--- src/rtl/port_read_scheduler.sv ---
// rtl/port_read_scheduler.sv - per-port read scheduler: pending counters, chain-manager request, word streaming
// Optional round-robin priority pick: define PORT_SCHED_RR_EN.
module port_read_scheduler #(
   parameter int PORT_ID = 0,
   parameter int DATA_W  = 16,
   parameter int CNT_W   = 8
) (
   input  logic              clk,
   input  logic              rst,
   input  logic              enq_valid,
   input  logic [2:0]        enq_priority,
   input  logic [3:0]        enq_dest_port,
   output logic              port_rea,
   output logic [3:0]        port_priority,
   input  logic              rd_len_valid,
   input  logic [7:0]        rd_len,
   output logic              word_rea,
   input  logic [DATA_W-1:0] rd_data,
   output logic              out_valid,
   output logic [DATA_W-1:0] out_data,
   output logic              out_sop,
   output logic              out_eop,
   input  logic              out_ready,
   output logic              len_err,
   output logic              cnt_ovf
);

   typedef enum logic [1:0] {IDLE, REQ, WAIT_LEN, STREAM} state_t;

   localparam logic [CNT_W-1:0] CNT_MAX = '1;

   state_t            state;
   logic [CNT_W-1:0]  cnt [8];
   logic [2:0]        sel;
   logic [7:0]        remain;
   logic              first;
   logic              inflight;
   logic              inflight_sop;
   logic              inflight_eop;
   logic [DATA_W+1:0] fifo [2];
   logic              wr_ptr;
   logic              rd_ptr;
   logic [1:0]        occ;

   logic              enq_hit;
   logic [7:0]        enq_inc;
   logic [7:0]        deq;
   logic [7:0]        nonempty;
   logic [2:0]        srch_start;
   logic [2:0]        pick_idx;
   logic              store;
   logic              mem_pop;
   logic [1:0]        occ_nxt;
   logic [7:0]        remain_nxt;
   logic              stream_nxt;
   logic              word_rea_nxt;
   logic              eop_hs;
   logic [DATA_W+1:0] head;

`ifdef PORT_SCHED_RR_EN
   logic [2:0] last_sel;
   assign srch_start = last_sel + 3'd1;
`else
   assign srch_start = 3'd0;
`endif

   // First nonempty queue at or after start, wrapping modulo 8.
   function automatic logic [2:0] pick(input logic [7:0] ne, input logic [2:0] start);
      logic [2:0] idx;
      pick = start;
      for (int k = 7; k >= 0; k--) begin
         idx = start + 3'(k);
         if (ne[idx]) pick = idx;
      end
   endfunction

   assign enq_hit = enq_valid && (enq_dest_port == 4'(PORT_ID));
   assign pick_idx = pick(nonempty, srch_start);

   always_comb begin
      enq_inc  = '0;
      deq      = '0;
      nonempty = '0;
      for (int i = 0; i < 8; i++) begin
         enq_inc[i]  = enq_hit && (enq_priority == 3'(i));
         deq[i]      = (state == REQ) && (sel == 3'(i));
         nonempty[i] = (cnt[i] != '0);
      end
   end

   // The head word bypasses the FIFO when it is empty, so a returned word is visible the cycle it arrives.
   assign head      = (occ != 2'd0) ? fifo[rd_ptr] : {inflight_eop, inflight_sop, rd_data};
   assign out_valid = (occ != 2'd0) || inflight;
   assign out_data  = out_valid ? head[DATA_W-1:0] : '0;
   assign out_sop   = out_valid && head[DATA_W];
   assign out_eop   = out_valid && head[DATA_W+1];
   assign eop_hs    = out_valid && out_ready && out_eop;

   always_comb begin
      store   = inflight && !((occ == 2'd0) && out_ready);
      mem_pop = (occ != 2'd0) && out_ready;
      occ_nxt = occ + {1'b0, store} - {1'b0, mem_pop};
      remain_nxt = remain;
      if (state == WAIT_LEN && rd_len_valid && rd_len != 8'd0)
         remain_nxt = rd_len;
      else if (word_rea)
         remain_nxt = remain - 8'd1;
      stream_nxt = ((state == STREAM) && !eop_hs) ||
                   ((state == WAIT_LEN) && rd_len_valid && (rd_len != 8'd0));
      // word_rea is registered, so the credit check uses next-cycle occupancy and in-flight count.
      word_rea_nxt = stream_nxt && (remain_nxt != 8'd0) &&
                     (({1'b0, occ_nxt} + {2'b00, word_rea}) < 3'd2);
   end

   always_ff @(posedge clk or posedge rst) begin
      if (rst) begin
         state         <= IDLE;
         for (int i = 0; i < 8; i++) cnt[i] <= '0;
         sel           <= '0;
         remain        <= '0;
         first         <= 1'b0;
         inflight      <= 1'b0;
         inflight_sop  <= 1'b0;
         inflight_eop  <= 1'b0;
         fifo[0]       <= '0;
         fifo[1]       <= '0;
         wr_ptr        <= 1'b0;
         rd_ptr        <= 1'b0;
         occ           <= '0;
         port_rea      <= 1'b0;
         port_priority <= '0;
         word_rea      <= 1'b0;
         len_err       <= 1'b0;
         cnt_ovf       <= 1'b0;
`ifdef PORT_SCHED_RR_EN
         last_sel      <= 3'd7;
`endif
      end else begin
         for (int i = 0; i < 8; i++) begin
            if (enq_inc[i] && !deq[i]) begin
               if (cnt[i] == CNT_MAX) cnt_ovf <= 1'b1;
               else                   cnt[i]  <= cnt[i] + 1'b1;
            end else if (deq[i] && !enq_inc[i]) begin
               cnt[i] <= cnt[i] - 1'b1;
            end
         end

         case (state)
            IDLE: begin
               if (|nonempty) begin
                  sel           <= pick_idx;
                  port_rea      <= 1'b1;
                  port_priority <= {1'b0, pick_idx};
`ifdef PORT_SCHED_RR_EN
                  last_sel      <= pick_idx;
`endif
                  state         <= REQ;
               end
            end
            REQ: begin
               port_rea      <= 1'b0;
               port_priority <= '0;
               state         <= WAIT_LEN;
            end
            WAIT_LEN: begin
               if (rd_len_valid) begin
                  if (rd_len == 8'd0) begin
                     len_err <= 1'b1;
                     state   <= IDLE;
                  end else begin
                     first <= 1'b1;
                     state <= STREAM;
                  end
               end
            end
            STREAM: begin
               if (eop_hs) state <= IDLE;
            end
            default: state <= IDLE;
         endcase

         remain   <= remain_nxt;
         word_rea <= word_rea_nxt;
         inflight <= word_rea;
         if (word_rea) begin
            first        <= 1'b0;
            inflight_sop <= first;
            inflight_eop <= (remain == 8'd1);
         end

         if (store) begin
            fifo[wr_ptr] <= {inflight_eop, inflight_sop, rd_data};
            wr_ptr       <= ~wr_ptr;
         end
         if (mem_pop) rd_ptr <= ~rd_ptr;
         occ <= occ_nxt;
      end
   end

endmodule

--- config.mk ---
export PLATFORM = sky130hd
export DESIGN_NAME = port_read_scheduler
export DESIGN_NICKNAME = d
export VERILOG_FILES = /design/src/rtl/port_read_scheduler.sv
export SDC_FILE = /design/constraint.sdc
export NUM_CORES = 1
export LEC_CHECK = 0
export CAP_MARGIN = 30
export CORE_MARGIN = 1
export CORE_UTILIZATION = 45
export CTS_BUF_LIST = sky130_fd_sc_hd__clkbuf_2
export DETAILED_ROUTE_END_ITERATION = 10
export SLEW_MARGIN = 20
export SYNTH_ARGS = -nofsm -noshare
export SYNTH_HDL_FRONTEND = slang
export SYNTH_SLANG_ARGS = --single-unit
--- constraint.sdc ---
create_clock -name clk -period 5.93 [get_ports clk]
set_input_delay 1.779 -clock clk [delete_from_list [all_inputs] [get_ports clk]]
set_output_delay 1.779 -clock clk [all_outputs]
set_load 0.02 [all_outputs]
==> After elaboration in Yosys (flattened, before gate mapping) <==
Index checks and enable logic that the tools add are counted.
{ "word_totals": {"reg_bits": 129, "out_inout_bits": 27} }
{ "classes": {"addsub": 20, "magnitude_cmp": 4, "n_eq_ne": 38, "n_mux": 71, "n_bitwise": 4, "n_reduce_logical": 108} }
{ "ops": {"columns": ["cell", "n"], "rows": [
  ["two-way mux 8 bit", 26],
  ["two-way mux 18 bit", 5],
  ["nonzero test 8 bit", 10],
  ["subtractor 8 x 1 -> 8 bit, second input constant", 9],
  ["adder 8 x 1 -> 8 bit, second input constant", 8],
  ["equality test 8 bit, second input constant", 8],
  ["logical AND 1 bit", 46],
  ["bitwise mux 36 bit", 1],
  ["equality test 3 bit, second input constant", 8],
  ["two-way mux 3 bit", 8],
  ["inequality test 2 bit, second input constant", 12],
  ["nonzero test 2 bit", 12],
  ["two-way mux 1 bit", 21],
  ["AND reduction 2 bit", 10],
  ["demux 18 bit (select 1 bit)", 1],
  ["zero test 1 bit", 18],
  ["two-way mux 16 bit", 1],
  ["equality test 3 x 2 -> 1 bit, second input constant", 4],
  ["AND reduction 3 bit", 3],
  ["equality test 8 x 1 -> 1 bit, second input constant", 1],
  ["zero test 8 bit", 1],
  ["two-way mux 2 bit", 4],
  ["one-hot mux 2 bit (4 select lines)", 1],
  ["one-hot mux 4 bit (2 select lines)", 1],
  ["18 further kinds", 26]
]} }

==> Logic depth before layout (Yosys ltp) <==
{ "logic_depth": {"word_depth": 19, "mapped_depth": 11, "depth_no_buf": 10} }

==> Worst setup path after synthesis <==
Ideal clock, no wire load.
{ "synth_timing": {"kind": "input-to-reg", "start": "in enq_dest_port[0]", "end": "reg cnt[14] (netlist bit)", "arrival_ns": 4.558, "required_ns": 5.805, "slack_ns": 1.247, "cell_stages": 8, "path_cell_list": "or4b_2 or4_1 fa_1 a21o_1 a311o_1 a21oi_1 xnor2_1 mux2_2"} }
{ "synth_between": {"elab_chain_cells": 7} }
{ "synth_lines": {"columns": ["item", "line", "rtl"], "rows": [
  ["start, declared", "12", "input logic [3:0] enq_dest_port,"],
  ["zero test 4 bit (*)", "77", "assign enq_hit = enq_valid && (enq_dest_port == 4'(PORT_ID));"],
  ["logical AND 1 bit (*)", "77", null],
  ["logical AND 1 bit (*)", "85", "enq_inc[i] = enq_hit && (enq_priority == 3'(i));"],
  ["zero test 1 bit", "143", "end else if (deq[i] && !enq_inc[i]) begin"],
  ["logical AND 1 bit", "143", null],
  ["nonzero test 2 bit (no source line)", null, null],
  ["AND reduction 2 bit (no source line)", null, null],
  ["end signal, assigned by index", "142", "else cnt[i] <= cnt[i] + 1'b1;"],
  ["end signal, assigned by index", "144", "cnt[i] <= cnt[i] - 1'b1;"],
  ["end, declared", "33", "logic [CNT_W-1:0] cnt [8];"]
]} }
Mark *: on every way between the ends. The rest lies on a longest branch, timed or not.
A chain may end at the register's enable or synchronous reset.

==> Worst setup path in the final report <==
{ "layout_timing": {"start": "in rd_data[2]", "end": "out out_data[2]"} }
{ "layout_between": {"elab_chain_cells": 2} }
{ "layout_lines": {"columns": ["item", "line", "rtl"], "rows": [
  ["start, declared", "18", "input logic [DATA_W-1:0] rd_data,"],
  ["two-way mux 18 bit", "92", "assign head = (occ != 2'd0) ? fifo[rd_ptr] : {inflight_eop, inflight_sop, rd_data};"],
  ["two-way mux 16 bit", "94", "assign out_data = out_valid ? head[DATA_W-1:0] : '0;"],
  ["end, declared", "20", "output logic [DATA_W-1:0] out_data,"]
]} }
No other way between the ends.

==> run_results.csv <==
group,metric,value,unit
synth,synth.distinct_cells,55,
floorplanning,die_h,136,µm
route,first_pass_iters,6,
floorplanning,initial_core_util,46.4,%
sta,hold_viol,0,
power,cell_internal_pwr,1.90,mW
worst_setup_path,arrival,3150,ps
sta,period_needed,4930,ps
floorplanning,dieArea,18500,µm²
place,dp_cells,1040,
finish,layout_commonest_cell,"dfrtp_1",
worst_setup_path,worst-r2r-cell-count,8,
clock_tree,cts.sinks,128,
floorplanning,die_w,136,µm
power,p_leak,3.60,nW
clock_tree,cts_resized,0,
clock_tree,post-cts-setup-buffer-count,0,
clock_tree,path_clk_slew,190,ps
sta,finClkSkew,24.3,ps
global_route,grt_max_degree,56,
flow_run,maxCapViolations,0,
power,ir_worst_vdd,334,µV
worst_setup_path,start_kind,"primary input",
sta,final-max-slew-violation-count,0,
clock_tree,root_buffer,"clkbuf_2",
worst_setup_path,crit_path_end_kind,"primary output",
power,seqPwrFrac,40.9,%
sta,final.period_utilization,83.1,%
power,p_per_area,325,nW/µm²
synth,synth_adder_area_share,10.0,%
global_route,overflow,0,
finish,drive_gt1_share,16.4,%
global_route,track_usage,20.0,%
worst_setup_path,r2r_setup_slack,2350,ps
worst_setup_path,required,4150,ps
synth,synthArstFlopShare,100,%
sta,rsz0062_at_grt,"no",
finish,final_cell_mix,"dfrtp_1 (128), mux2_2 (83), clkdlybuf4s50_1 (61), nor2_1 (54), ha_1 (52)",
clock_tree,cts_hold_buf,0,
synth,ys_warn_count,0,
sta,final.setup.tns,0,ps
synth,syn-instance-count,765,
synth,synth_top_family_by_area,"simple AND/OR/NAND/NOR gates",
synth,synth_compound_area_share,10.4,%
sta,whs,493,ps
route,dr_total_vias,6106,
synth,synthSimpleGateAreaFrac,15.6,%
floorplanning,rows,48,
worst_setup_path,path_class,"primary input to primary output",
sta,setup_viol,0,
synth,synth_nets,861,
synth,ys_seq_area_share,39.7,%
synth,synthXorXnorAreaFrac,7.26,%
global_route,grt_first_pass_wirelength,29.5,mm
sta,fmax,203,MHz
route,drt-initial-drc-count,222,
synth,ys_seq_elements,128,
finish,stdcell_count,1074,
synth,synth_area,8080,µm²
worst_hold_path,hp-class,"flip-flop to flip-flop",
route,drcViolationCount,0,
worst_setup_path,reg2reg_to,"cnt[55]",
power,clkPwrFrac,17.5,%
worst_hold_path,hold_path.startpoint,"len_err",
clock_tree,clk_latency,670,ps
finish,fin_nets,931,
global_route,grt_pass1_vias,6259,
sta,worst_slew_pin_slew,875,ps
synth,synthMuxAreaShare,15.2,%
outcome,status,"complete, no violations",
clock_tree,htreeDepth,4,
place,numPortBuffers,61,
power,combPwrFrac,41.5,%
clock_tree,clk_path_buf_depth,2,
clock_tree,cts_tree,"yes",
sta,slew_headroom,41.4,%
synth,avgSynthCellArea,10.6,µm²
synth,synth_edf_count,0,
route,wirelength,17.2,mm
worst_hold_path,hold_depth,1,
finish,area_delta_synth_final,14.5,%
place,place.gp.congestion,0.840,
synth,ys.flop_type,"dfrtp_1",
global_route,grt_antenna_before_repair,1,
route,wire_per_inst,16.0,µm
floorplanning,pin_count,63,
clock_tree,cts_made_buffers,17,
power,p_switching,1.11,mW
route,viasPerCell,5.69,
worst_setup_path,rr_startpoint,"state[1]",
route,drt.antenna.violating_nets,0,
place,hpwl,12.8,mm
power,power_switching_share,36.8,%
worst_hold_path,worstHoldEndpoint,"len_err",
worst_setup_path,critPathMaxFanout,3,
floorplanning,core,17400,µm²
-- how the worst max path moves through the flow --
stage,to,slack [ps],start
final,out_data[2],1000,rd_data[2]
after global routing,out_data[1],910,rd_data[1]
after CTS,out_data[2],1000,rd_data[2]
after detailed placement,cnt[14],630,enq_dest_port[0]
after global placement,cnt[14],720,enq_dest_port[0]
after floorplan,cnt[0],740,rst
-- kinds of logic after synthesis --
logic type,Yosys count
XOR/XNOR,67
multiplexers,112
AND/OR/NAND/NOR,236
flip-flops,128
adder cells (fa/ha/maj),60
AO/OA/AOI/OAI,125
buffers and inverters,36
other,1
-- through the flow --
step	cell area (µm²)	util [%]	setup slack [ps]	power (mW)
floorplan	8080	-	738	2.05
global placement	8940	51.3	724	2.44
detailed placement	9010	51.7	629	2.51
CTS	9240	53.1	995	3.05
global route	9250	53.1	908	3.23
finish	9250	53.1	999	3.01
-- flip-flops by register name, indices dropped and copies added (netlist names), 2 cells and up --
register	cells
cnt	64
remain	8
sel	3
state	2
occ	2
port_priority	3
fifo	36
-- cell usage after synthesis, types with 20 or more instances --
| master | count | area [µm²] |
|---|---|---|
| xnor2_1 | 45 | 394 |
| mux2_2 | 83 | 935 |
| nor3_1 | 20 | 100 |
| mux2i_1 | 29 | 290 |
| a21oi_1 | 32 | 160 |
| o21ai_0 | 28 | 140 |
| xor2_1 | 22 | 193 |
| nand3_1 | 37 | 185 |
| dfrtp_1 | 128 | 3200 |
| ha_1 | 52 | 651 |
| nor2_1 | 55 | 206 |
| nand4_1 | 21 | 131 |
| nand2_1 | 31 | 116 |
-- area by class of cell --
cell class                 instances  area (µm²)
fill                            1556        8170
multi-input combinational        601        4730
sequential                       128        3200
timing repair buffer              70         738
tap                              225         282
clock inverter                    15         143
clock buffer                      17        85.1
inverter                          17        66.3
antenna                            1        2.50
-- power by group through the flow --
stage,Clock [mW],Combinational [mW],Sequential [mW]
after global placement,0,1.18,1.26
after detailed placement,0,1.26,1.25
after floorplan,0,0.876,1.18
after global routing,0.590,1.37,1.26
after CTS,0.556,1.26,1.23
final,0.527,1.25,1.23
-- worst max-delay path, cell delays in order --
cell and delay (ps):
clkdlybuf4s50_1 530, nand3_1 80, o21ai_0 120, clkdlybuf4s50_1 650
-- routing by layer --
metal  vias up  track usage [%]  wire, µm
met4         0             5.56       197
li1       2990                -         -
met1      2994             24.7      7900
met5         -                0         0
met3        20             3.88       494
met2       102             35.4      8610
(Power assumes the default switching activity.)
